## src/rtl/watch_pkg.sv

```systemverilog
// Shared limits, reset values and the month-length helper for the watch core.
// Build option: define LEAP_YEAR_EN to give February 29 days when year[1:0] == 0.
package watch_pkg;

  localparam logic [7:0] SEC_MAX   = 8'd59;
  localparam logic [7:0] MIN_MAX   = 8'd59;
  localparam logic [7:0] HOUR_MAX  = 8'd23;
  localparam logic [7:0] MONTH_MAX = 8'd12;

  typedef struct packed {
    logic [7:0] year;
    logic [7:0] month;
    logic [7:0] day;
    logic [7:0] hour;
    logic [7:0] minute;
    logic [7:0] second;
  } cal_t;

  localparam cal_t CAL_RESET = '{year: 8'd0, month: 8'd1, day: 8'd1,
                                 hour: 8'd0, minute: 8'd0, second: 8'd0};

  // Returns 0 for an out-of-range month so callers can treat it as invalid.
  function automatic logic [7:0] days_in_month(input logic [7:0] month,
                                               input logic [7:0] year);
    logic [7:0] d;
    logic       leap;
`ifdef LEAP_YEAR_EN
    leap = ((year & 8'd3) == 8'd0);
`else
    leap = ((year & 8'd0) != 8'd0);
`endif
    case (month)
      8'd1, 8'd3, 8'd5, 8'd7, 8'd8, 8'd10, 8'd12: d = 8'd31;
      8'd4, 8'd6, 8'd9, 8'd11:                    d = 8'd30;
      8'd2:                                       d = leap ? 8'd29 : 8'd28;
      default:                                    d = 8'd0;
    endcase
    return d;
  endfunction

endpackage

```

## src/rtl/watch_alarm_ch.sv

```systemverilog
// One alarm channel: compare time, enable and a latched flag.
// Write clears the flag; a match in a tick cycle sets it; ack clears it (set wins).
module watch_alarm_ch (
  input  logic       clk,
  input  logic       rst,
  input  logic       wr,
  input  logic [7:0] wr_hour,
  input  logic [7:0] wr_minute,
  input  logic [7:0] wr_second,
  input  logic       wr_en,
  input  logic       ack,
  input  logic       match_en,
  input  logic [7:0] cur_hour,
  input  logic [7:0] cur_minute,
  input  logic [7:0] cur_second,
  output logic       flag
);

  logic [7:0] hour_q, hour_d, minute_q, minute_d, second_q, second_d;
  logic       en_q, en_d, flag_q, flag_d;
  logic       hit;

  // Next-state for compare registers and flag
  always_comb begin
    hour_d   = hour_q;
    minute_d = minute_q;
    second_d = second_q;
    en_d     = en_q;
    flag_d   = flag_q;
    hit      = match_en && en_q && (hour_q == cur_hour) &&
               (minute_q == cur_minute) && (second_q == cur_second);
    if (wr) begin
      hour_d   = wr_hour;
      minute_d = wr_minute;
      second_d = wr_second;
      en_d     = wr_en;
      flag_d   = 1'b0;
    end else if (hit) begin
      flag_d = 1'b1;
    end else if (ack) begin
      flag_d = 1'b0;
    end
  end

  // Channel state registers
  always_ff @(posedge clk or negedge rst) begin
    if (!rst) begin
      hour_q   <= '0;
      minute_q <= '0;
      second_q <= '0;
      en_q     <= 1'b0;
      flag_q   <= 1'b0;
    end else begin
      hour_q   <= hour_d;
      minute_q <= minute_d;
      second_q <= second_d;
      en_q     <= en_d;
      flag_q   <= flag_d;
    end
  end

  assign flag = flag_q;

endmodule

```

## src/rtl/watch_calendar_alarm.sv

```systemverilog
// Time-of-day/calendar core: 1 Hz prescaler, carry chain, validated load and
// NUM_ALARM alarm channels. Build option LEAP_YEAR_EN (see watch_pkg).
module watch_calendar_alarm
  import watch_pkg::*;
#(
  parameter  int CLK_HZ    = 50_000_000,
  parameter  int NUM_ALARM = 4,
  parameter  int YEAR_MAX  = 99,
  localparam int SEL_W     = (NUM_ALARM > 1) ? $clog2(NUM_ALARM) : 1
) (
  input  logic                 clk,
  input  logic                 rst,
  input  logic                 run,
  input  logic                 load,
  input  logic [7:0]           set_year,
  input  logic [7:0]           set_month,
  input  logic [7:0]           set_day,
  input  logic [7:0]           set_hour,
  input  logic [7:0]           set_minute,
  input  logic [7:0]           set_second,
  output logic                 load_err,
  output logic [7:0]           year,
  output logic [7:0]           month,
  output logic [7:0]           day,
  output logic [7:0]           hour,
  output logic [7:0]           minute,
  output logic [7:0]           second,
  output logic                 tick_1hz,
  input  logic                 alarm_wr,
  input  logic [SEL_W-1:0]     alarm_sel,
  input  logic [7:0]           alarm_hour,
  input  logic [7:0]           alarm_minute,
  input  logic [7:0]           alarm_second,
  input  logic                 alarm_en_in,
  input  logic [NUM_ALARM-1:0] alarm_ack,
  output logic [NUM_ALARM-1:0] alarm_flag,
  output logic                 alarm_any
);

  localparam int         PW         = (CLK_HZ > 1) ? $clog2(CLK_HZ) : 1;
  localparam logic [PW-1:0] PRESC_LAST = PW'(CLK_HZ - 1);
  localparam logic [7:0] YEAR_MAX_B = 8'(YEAR_MAX);

  cal_t          cal_q, cal_d, inc_cal, set_cal;
  logic [PW-1:0] presc_q, presc_d;
  logic          tick_q, tick_d, lerr_q, lerr_d;
  logic          wrap, load_ok;
  logic [7:0]    dim_cur, dim_set;
  logic [NUM_ALARM-1:0] flag_w;

  // Calendar value one second after the current one (ripple carry)
  always_comb begin
    inc_cal = cal_q;
    dim_cur = days_in_month(cal_q.month, cal_q.year);
    if (cal_q.second < SEC_MAX) begin
      inc_cal.second = cal_q.second + 8'd1;
    end else begin
      inc_cal.second = '0;
      if (cal_q.minute < MIN_MAX) begin
        inc_cal.minute = cal_q.minute + 8'd1;
      end else begin
        inc_cal.minute = '0;
        if (cal_q.hour < HOUR_MAX) begin
          inc_cal.hour = cal_q.hour + 8'd1;
        end else begin
          inc_cal.hour = '0;
          if (cal_q.day < dim_cur) begin
            inc_cal.day = cal_q.day + 8'd1;
          end else begin
            inc_cal.day = 8'd1;
            if (cal_q.month < MONTH_MAX) begin
              inc_cal.month = cal_q.month + 8'd1;
            end else begin
              inc_cal.month = 8'd1;
              inc_cal.year  = (cal_q.year < YEAR_MAX_B) ? cal_q.year + 8'd1 : '0;
            end
          end
        end
      end
    end
  end

  // Load field validation
  always_comb begin
    set_cal = '{year: set_year, month: set_month, day: set_day,
                hour: set_hour, minute: set_minute, second: set_second};
    dim_set = days_in_month(set_month, set_year);
    load_ok = (set_month >= 8'd1) && (set_month <= MONTH_MAX) &&
              (set_day >= 8'd1) && (set_day <= dim_set) &&
              (set_hour <= HOUR_MAX) && (set_minute <= MIN_MAX) &&
              (set_second <= SEC_MAX) && (set_year <= YEAR_MAX_B);
  end

  // Prescaler, time update and load arbitration (valid load beats the wrap)
  always_comb begin
    cal_d   = cal_q;
    presc_d = presc_q;
    tick_d  = 1'b0;
    lerr_d  = 1'b0;
    wrap    = run && (presc_q == PRESC_LAST);
    if (load && load_ok) begin
      cal_d   = set_cal;
      presc_d = '0;
    end else begin
      lerr_d = load;
      if (wrap) begin
        presc_d = '0;
        cal_d   = inc_cal;
        tick_d  = 1'b1;
      end else if (run) begin
        presc_d = presc_q + 1'b1;
      end
    end
  end

  // Core state registers
  always_ff @(posedge clk or negedge rst) begin
    if (!rst) begin
      cal_q   <= CAL_RESET;
      presc_q <= '0;
      tick_q  <= 1'b0;
      lerr_q  <= 1'b0;
    end else begin
      cal_q   <= cal_d;
      presc_q <= presc_d;
      tick_q  <= tick_d;
      lerr_q  <= lerr_d;
    end
  end

  for (genvar i = 0; i < NUM_ALARM; i++) begin : g_ch
    logic wr_i;
    assign wr_i = alarm_wr && (alarm_sel == SEL_W'(i));
    watch_alarm_ch u_ch (
      .clk        (clk),
      .rst        (rst),
      .wr         (wr_i),
      .wr_hour    (alarm_hour),
      .wr_minute  (alarm_minute),
      .wr_second  (alarm_second),
      .wr_en      (alarm_en_in),
      .ack        (alarm_ack[i]),
      .match_en   (tick_q),
      .cur_hour   (cal_q.hour),
      .cur_minute (cal_q.minute),
      .cur_second (cal_q.second),
      .flag       (flag_w[i])
    );
  end

  assign year       = cal_q.year;
  assign month      = cal_q.month;
  assign day        = cal_q.day;
  assign hour       = cal_q.hour;
  assign minute     = cal_q.minute;
  assign second     = cal_q.second;
  assign tick_1hz   = tick_q;
  assign load_err   = lerr_q;
  assign alarm_flag = flag_w;
  assign alarm_any  = |flag_w;

endmodule

```

## config.mk

```make
export PLATFORM = sky130hd
export DESIGN_NAME = watch_calendar_alarm
export DESIGN_NICKNAME = d
export VERILOG_FILES = /design/src/rtl/watch_pkg.sv /design/src/rtl/watch_alarm_ch.sv /design/src/rtl/watch_calendar_alarm.sv
export SDC_FILE = /design/constraint.sdc
export NUM_CORES = 1
export LEC_CHECK = 0
export CORE_MARGIN = 2
export CORE_UTILIZATION = 50
export CTS_CLUSTER_SIZE = 40
export DETAILED_ROUTE_END_ITERATION = 12
export HOLD_SLACK_MARGIN = 0.05
export PLACE_DENSITY_LB_ADDON = 0.25
export SLEW_MARGIN = 30
export SYNTH_ARGS = -nofsm -noshare
export SYNTH_HDL_FRONTEND = slang
export SYNTH_SLANG_ARGS = --single-unit
export TNS_END_PERCENT = 50
```

## constraint.sdc

```tcl
create_clock -name clk -period 2.7 [get_ports clk]
set_input_delay 0.54 -clock clk [delete_from_list [all_inputs] [get_ports clk]]
set_output_delay 0.54 -clock clk [all_outputs]
set_load 0.05 [all_outputs]
```

# Yosys cells after proc, flatten, opt, wreduce, memory -nomap -nowiden
# Cells that the tools add are included.
[classes]
n_addsub = 7
n_lt_le_gt_ge = 14
eq_ne = 45
n_mux = 33
n_reduce_logical = 46
[ops]
columns = ["cell", "n"]
rows = [
  ["== test 8 bit", 12],
  ["2-to-1 mux 48 bit", 2],
  ["== test 8 x 4 -> 1 bit (second input constant)", 10],
  ["2-to-1 mux 26 bit", 3],
  ["== test 8 x 3 -> 1 bit (second input constant)", 8],
  ["2-to-1 mux 8 bit", 7],
  ["adder 8 x 1 -> 8 bit (second input constant)", 6],
  ["2-to-1 mux 40 bit", 1],
  ["== test 8 x 2 -> 1 bit (second input constant)", 4],
  ["2-to-1 mux 32 bit", 1],
  ["one-hot mux 5 bit (3 select lines)", 2],
  ["logical AND 1 bit", 29],
  ["adder 26 x 1 -> 26 bit (second input constant)", 1],
  ["== test 26 bit (second input constant)", 1],
  ["2-to-1 mux 24 bit", 1],
  ["== test 8 x 1 -> 1 bit (second input constant)", 2],
  ["greater-or-equal comparator 8 x 1 -> 1 bit (second input constant)", 2],
  ["<= comparator 8 x 6 -> 1 bit (second input constant)", 2],
  ["less-than comparator 8 x 6 -> 1 bit (second input constant)", 2],
  ["2-to-1 mux 16 bit", 1],
  ["2-to-1 mux 1 bit", 15],
  ["nonzero test 3 bit", 5],
  ["OR reduction 7 bit", 2],
  ["OR reduction 4 bit", 3],
  ["18 further kinds", 23],
]
[word_totals]
register_bits = 180
out_inout_bits = 55

# Depth between registers and ports, before layout
# Gate-level depths: netlist (run 1).
[depth]
ltp_word = 12
mapped_depth = 13
ltp_nobuf = 12

# Modules after synthesis
# Synthesis (run 1) repeated with hierarchy kept, for this count alone.
[hier_totals]
hier_cells = 874
hier_area_um2 = 9524.1
[by_module_without_submodules]
columns = ["module", "n_inst", "cells_per_inst", "area_per_inst_um2", "seq_area_each_um2"]
rows = [
  ["watch_alarm_ch", 4, 89, 1246.2, 650.6],
  ["watch_calendar_alarm", 1, 518, 4539.4, 1904.3],
]

# Least setup slack after synthesis (run 1)
# No wires, ideal clock.
[synth_path]
path_kind = "register -> register"
start = "reg cal_q (netlist bit month[5])"
end = "reg cal_q (netlist bit year[5])"
setup_ns = 0.082
arrival_ns = 3.165
slack_ns = -0.547
stages_incl_launch_ff = 11
n_path_buf = 1
period_less_slack_ns = 3.247
cell_sequence = "dfrtp_1 -> or4_1 -> nor2_1 -> o21ai_0 -> ha_1 -> o2111a_1 -> a221oi_1 -> or4b_1 -> buf_2 -> or4_1 -> a31oi_1"
[synth_via]
elab_chain_len = 6
word_cells_on_any_way = 20
cone_classes = "order compare (2); eq/ne (14); mux (1); reduce/logical (3)"
[synth_rtl]
columns = ["item", "line", "rtl"]
rows = [
  ["start: declaration", "watch_calendar_alarm.sv:44", "cal_t cal_q, cal_d, inc_cal, set_cal;"],
  ["start signal: assignment", "watch_calendar_alarm.sv:124", "cal_q <= cal_d;"],
  ["== test 8 x 1 -> 1 bit, or another cell as far along", "watch_pkg.sv:32", "case (month)"],
  ["OR reduction 7 bit / OR reduction 4 bit (equally long branches)", "watch_pkg.sv:32", ""],
  ["one-hot mux 5 bit (3 select lines)", "watch_pkg.sv:32", ""],
  ["less-than comparator 8 bit", "watch_calendar_alarm.sv:67", "if (cal_q.day < dim_cur) begin"],
  ["inequality test 2 x 1 -> 1 bit (no source line)", "n/a", ""],
  ["AND reduction 6 bit (no source line) (*)", "n/a", ""],
]
# Mark *: on every way between the ends. The rest lies on a longest branch, timed or not.
# A chain may end at the register's enable or synchronous reset.

# Worst setup path after layout (run 1)
[layout_path]
start = "reg cal_q (netlist bit month[0])"
end = "reg cal_q (netlist bit month[5])"
[layout_via]
elab_chain_len = 8
word_cells_on_any_way = 27
cone_classes = "add/sub (1); order compare (2); eq/ne (13); mux (8); reduce/logical (3)"
[layout_rtl]
columns = ["item"]
rows = [
  ["branches (longest 8 deep; another with less-than comparator 8 bit)"],
]
# Parallel ways; which one is timed is not known. The select of a mux whose other input is x is not followed.

==> impl_metrics.tcl, run 1 <==
set metrics [dict create \
    wl_met2_um 12430 \
    finalWorstSetupSlack_ps -299.9 \
    final_common_cell "dfrtp_1" \
    critPathLaunchType "flip-flop" \
    dieArea_um2 20160 \
    crit_path_max_fanout 6 \
    rsz0062_at_grt "yes" \
    finish.utilization_pct 67.73 \
    layout_common_cells "172 x dfrtp_1, 129 x clkdlybuf4s50_1, 103 x mux2_2, 94 x buf_4, 67 x nor2_1" \
    path_clk_slew_ps 70 \
    clock_path_buffers 2 \
    yosys_most_used_dff "dfrtp_1" \
    dieWidth_um 142.0 \
    ioPinCount 139 \
    synth-seq-cells 180 \
    worstPathArrival_ps 3360 \
    cap_violations 0 \
    overflow 0 \
    vias 7925 \
    via_per_inst 5.823 \
    cts_root_buf "clkbuf_16" \
    cpMostUsedCell "buf_4" \
    ant_nets 0 \
    ys_top_cells_by_area "dfrtp_1 47%, mux2_2 12%, xnor2_1 5.2%, xor2_1 5.0%, nor2_1 2.8%" \
    port_buffers 138 \
    routed.top_layer "met4" \
    gp_routability_congestion 0.9036 \
    synth-edff-count 0 \
    synth_warnings 0 \
    hold_path_class "input port to async pin" \
    final.fill_count 1430 \
    powerDensity_nw_per_um2 578.8 \
    drt-wirelength-per-cell_um 19.73 \
    drtPass1Iterations 5 \
    setup_viol 21 \
    cts_max_level 4 \
    leakage_nw 5.483 \
    fin_worst_hold_slack_ps 66.68 \
    drive_above_1_share_pct 24.84 \
    syn_avg_cell_area_um2 10.53 \
    grt_pass1_vias 7823 \
    cp_slowest_stage_delay_ps 660 \
    tightestPinTransition_ps 600.8 \
    rows 50 \
    regToRegStartpoint "month[0]" \
    grt_pass1_wl_um 42290 \
    r2r_end "month[5]" \
    dpl.cell_count 1310 \
    relSlewSlack_pct 59.82 \
    coreArea_um2 18710 \
    synth_area_um2 9522 \
    path_class "flip-flop to flip-flop" \
    met3_length_um 1368 \
    slew_viol_final 0 \
    cts_tree "done" \
    async_reset_ff_share_pct 100.0 \
    dp_slack_ps -525.5 \
    violations "negative setup slack" \
    wl_met1_um 12420 \
    post-route-period-util_pct 111.1 \
    ys_types 60 \
    crit_required_ps 3060 \
    hold_buffers 0 \
    first_iter_violations 544 \
    track_usage_pct 27.16 \
    seq_area_frac_synth_pct 47.33 \
    end_kind "flip-flop" \
    initial_core_util_pct 50.90 \
    layout.cells.non_filler 1361 \
    netlist.area_leader.share_pct 46.78 \
    clock.fmax_mhz 333.3 \
    min_period_ps 3000 \
    status "finished, violations left" \
    reg2regPathDepth 12 \
    drt-total-wl_um 26860 \
    remaining_drc_errors 0 \
    reg2reg_slack_ps -300 \
    peakVddDrop_v 0.0004981 \
    yosysTopAreaCell "dfrtp_1" \
    slowest_stage "dfstp_4" \
    cts.sinks 180 \
    clk_latency_ps 430 \
    area_growth_pct 33.05 \
    fin_worst_skew_ps 10.42 \
    grt_max_degree 58 \
    antenna_cells 0 \
    antenna_found_initial 0 \
    hold_violations 0 \
    dp_hpwl_um 18930 \
    path_cells "inv_4 -> ha_4 -> nor3_4 -> a21oi_1 -> o21ai_1 -> ha_1 -> o2111a_1 -> a221oi_2 -> buf_4 -> nand3b_1 -> buf_4 -> and3_1" \
    nets 1215 \
    synth_nets 1005 \
    die_h_um 142.0 \
    cts_buffers 17 \
    netlist_instances 904 \
]
-- critical path, delay by kind of cell, from the launching register on --
family,cells,cell delay [ps]
compound gates,4,830
fa+ha+maj,2,420
buf+inv,3,440
flops,1,660
simple gates,3,580
-- how the worst max path moves through the flow --
stage,from,slack [ps],end
5_1_grt,month[0],-470,year[5]
3_5_place_dp,set_month[7],-530,minute[2]
3_3_place_gp,set_month[7],-460,minute[2]
2_1_floorplan,month[0],-390,year[5]
4_1_cts,month[0],-320,year[5]
6_report,month[0],-300,month[5]
-- synth_stat cells, types with 4 or more instances --
library cell,count
dfrtp_1,178
mux2_2,103
nor2_1,70
xnor2_1,56
nand2_1,54
xor2_1,54
clkbuf_1,49
nand4_1,35
nand3_1,33
o21ai_0,31
a21oi_1,21
and3_1,20
nor3_1,20
nor4_1,19
a31oi_1,18
ha_1,17
inv_1,11
nand2b_1,9
or4_1,9
and2_1,7
o211ai_1,7
a21boi_0,6
nand4b_1,6
nor2b_1,5
or3_1,5
buf_4,4
o21a_1,4
-- power breakdown --
part / switching, W / internal, W / total, W
clock network: 0.00115 / 0.00133 / 0.00248
logic: 0.000756 / 0.000779 / 0.00154
registers: 0.000260 / 0.00305 / 0.00331
total: 0.00217 / 0.00517 / 0.00733
-- kinds of logic (layout without fill, tap and decap cells) --
family / Yosys count / count (layout) / synth area share [%]
AOI/OAI and AO/OA: 115 / 115 / 7.858
xor gates and xnor gates: 110 / 110 / 10.12
adders and majority gates: 17 / 17 / 2.234
buffers and inverters: 67 / 290 / 2.825
DFF: 180 / 180 / 47.33
muxes: 105 / 105 / 12.39
and+or+nand+nor: 310 / 310 / 17.24
-- through the flow --
stage,cell area (um2),power [W],setup TNS [ps]
after floorplan,9589,0.004254,-1679
after global placement,11760,0.004824,-31160
after detailed placement,11760,0.004874,-34830
after CTS,12570,0.007349,-5669
after global routing,12670,0.007656,-8950
final,12670,0.007332,-5505
-- sequential cells by signal, indices dropped and copies added, names as in the netlist, 4 cells and up --
signal              cells
g_ch.u_ch.hour_q       32
g_ch.u_ch.minute_q     32
g_ch.u_ch.second_q     32
presc_q                26
day                     8
hour                    8
minute                  8
month                   8
second                  8
year                    8
g_ch.u_ch.en_q          4
g_ch.u_ch.flag          4
-- timing repair --
item,in CTS,in global routing
setup buffers,11,1
pin swaps,11,6
gates cloned,4,3
setup endpoints to repair,57,75
gates resized for setup,17,15
-- area by class of cell --
class / count / area [um2] / share of cell area, %
Multi-Input combinational cell: 657 / 4865 / 38.40
Sequential cell: 180 / 4518 / 35.66
Timing Repair Buffer: 247 / 2364 / 18.66
Clock buffer: 19 / 442.9 / 3.496
Tap cell: 234 / 292.8 / 2.311
Clock inverter: 13 / 142.6 / 1.126
Inverter: 11 / 43.79 / 0.3457
-- per-layer routing --
metal  vias to the layer above  GRT usage, %
met3                        48         3.701
met4                         0         9.211
met2                       276         42.03
met5                         -             0
li1                       3665             -
met1                      3936         39.64
Power figures use the tool's default switching activity.
==> run 2, diff against run 1 <==
--- a/config.mk
+++ b/config.mk
@@ -15,4 +15,3 @@
 export SYNTH_ARGS = -nofsm -noshare
 export SYNTH_HDL_FRONTEND = slang
 export SYNTH_SLANG_ARGS = --single-unit
-export TNS_END_PERCENT = 50
==> run 2 against run 1 <==
Against the previous run:
- the run still ends with negative setup slack left
- clock power about the same
- setup slack improved by 8.5 ps
- global-route usage decreased by 1.1 points
- count of clock-buffer cells in the layout increased by 2
- hold slack improved by 53 ps
- sequential share of layout area about the same
- register-to-register slack about the same
- final cell count decreased by 0.73%
- first-iteration DRC count increased by 5.5%
- total power decreased by 0.46%
- wire length decreased by 1.4%
- critical path depth decreased by 2
- critical path type unchanged
- highest routed layer unchanged
==> impl_metrics.tcl, run 2 (synthesized netlist as in run 1, its figures left out) <==
set metrics [dict create \
    min_period_ps 2991 \
    cts_max_level 4 \
    hold_violations 0 \
    final_common_cell "dfrtp_1" \
    peakVddDrop_v 0.0005025 \
    ant_nets 0 \
    slowest_stage "dfstp_4" \
    fin_worst_skew_ps 8.090 \
    grt_max_degree 71 \
    gp_routability_congestion 0.8759 \
    track_usage_pct 26.03 \
    cts_root_buf "clkbuf_16" \
    nets 1205 \
    first_iter_violations 574 \
    worstPathArrival_ps 3340 \
    dpl_cell_area_um2 11750 \
    overflow 0 \
    remaining_drc_errors 0 \
    rsz0062_at_grt "yes" \
    finalWorstSetupSlack_ps -291.4 \
    cp_slowest_stage_delay_ps 660 \
    dpl.cell_count 1307 \
    seqCellArea_um2 4518 \
    finalInstanceArea_um2 12690 \
    setup_viol 22 \
    dp_hpwl_um 18410 \
    critPathLaunchType "flip-flop" \
    status "finished, violations left" \
    slew_viol_final 0 \
    cts.sinks 180 \
    path_cells "ha_2 -> nor3_4 -> nand2_1 -> o211ai_1 -> ha_1 -> o2111a_1 -> a221oi_4 -> or4b_4 -> or4_1 -> a31oi_1" \
    clock.fmax_mhz 334.3 \
    drt-wirelength-per-cell_um 19.61 \
    cts_buffers 17 \
    layout_common_cells "172 x dfrtp_1, 129 x clkdlybuf4s50_1, 103 x mux2_2, 84 x buf_4, 68 x nor2_1" \
    tightestPinTransition_ps 679.3 \
    drive_above_1_share_pct 25.16 \
    area_growth_pct 33.23 \
    crit_path_max_fanout 4 \
    relSlewSlack_pct 54.71 \
    via_per_inst 5.850 \
    path_clk_slew_ps 70 \
    rows 50 \
    hold_buffers 0 \
    fin_worst_hold_slack_ps 119.3 \
    leakage_nw 5.404 \
    grt_pass1_wl_um 40940 \
    top_regs "g_ch.u_ch.hour_q x32, g_ch.u_ch.minute_q x32, g_ch.u_ch.second_q x32" \
    end_kind "flip-flop" \
    post-route-period-util_pct 110.8 \
    initial_core_util_pct 50.90 \
    vias 7904 \
    dieArea_um2 20160 \
    crit_required_ps 3050 \
    hold_path_class "input port to async pin" \
    layout.cells.non_filler 1351 \
    grt_pass1_vias 7637 \
    tns_ps -3672 \
    drt-total-wl_um 26490 \
    antenna_cells 0 \
    multiInputGateArea_um2 4946 \
    die_h_um 142.0 \
    violations "negative setup slack" \
    dieWidth_um 142.0 \
    clock_path_buffers 2 \
    final.fill_count 1427 \
    clk_latency_ps 430 \
    cap_violations 0 \
    coreArea_um2 18710 \
    powerDensity_nw_per_um2 575.3 \
    path_class "flip-flop to flip-flop" \
    antenna_found_initial 1 \
    drtPass1Iterations 5 \
    cts_tree "done" \
    port_buffers 138 \
    ioPinCount 139 \
]
[run 2: cell count changes in the layout (fill, tap and decap cells not counted), moves of 3 or more]
cell        previous run  this run
buf_4                 94        84
o21ai_0               29        24
a21oi_1               21        18
a21oi_2                0         3
clkbuf_16             18        21
clkinvlp_4             1         4
o21ai_1                2         5
[run 2: final timing paths]
check	startpoint	to	slack [ps]	cells after the start
worst max-delay path	month[0]	year[5]	-290	10
max in group asynchronous	rst	g_ch[3].u_ch.minute_q[3]	1840	2
min in group clk	g_ch[3].u_ch.en_q	g_ch[3].u_ch.en_q	510	1
worst max register to register	month[0]	year[5]	-290	10
worst min-delay path	rst	presc_q[1]	120	1
worst min register to register	g_ch[3].u_ch.en_q	g_ch[3].u_ch.en_q	510	1
[run 2: layer usage]
layer	vias to the layer above	share of wire (%)	wire length, um	track usage (%)
li1	3651	-	-	-
met1	3942	45	11990	37.34
met2	260	47	12360	39.54
met3	51	5.3	1417	4.879
met4	0	2.7	719	9.684
met5	-	0	0	0
[run 2: metrics by stage]
step                      utilization [%]  total power, W  worst slack (ps)
after floorplan                         -        0.004254            -391.0
after CTS                           66.01        0.007319            -288.8
after detailed placement            62.81        0.004872            -514.3
after global routing                67.82        0.007625            -413.1
final                               67.82        0.007299            -291.4
after global placement              62.81        0.004817            -492.6
[run 2: area by class of cell]
cell class	count	share of cell area, %
multi-input cells	657	38.99
flip-flops and latches	180	35.61
repair buffers	237	18.21
clock buffers	21	3.630
well taps	234	2.308
clock inverters	11	0.9074
inverters	11	0.3452
[run 2: timing repair]
action,CTS,global route
cloned,0,5
pin swaps,5,22
endpoints found under the setup margin,53,75
buffers inserted,0,7
gates resized for setup,6,47
[run 2: worst max-delay path, delay by kind of cell, from the launching register on]
kind                       cells  cell delay [ps]
DFF                            1              660
AOI/OAI and AO/OA              4              620
adders and majority gates      2              570
and+or+nand+nor                4             1060
[run 2: where the power goes]
| part | switching, W | internal (W) | leakage (nW) |
|---|---|---|---|
| clock network | 0.00111 | 0.00134 | 0.270 |
| logic | 0.000756 | 0.000778 | 2.91 |
| registers | 0.000257 | 0.00305 | 2.22 |
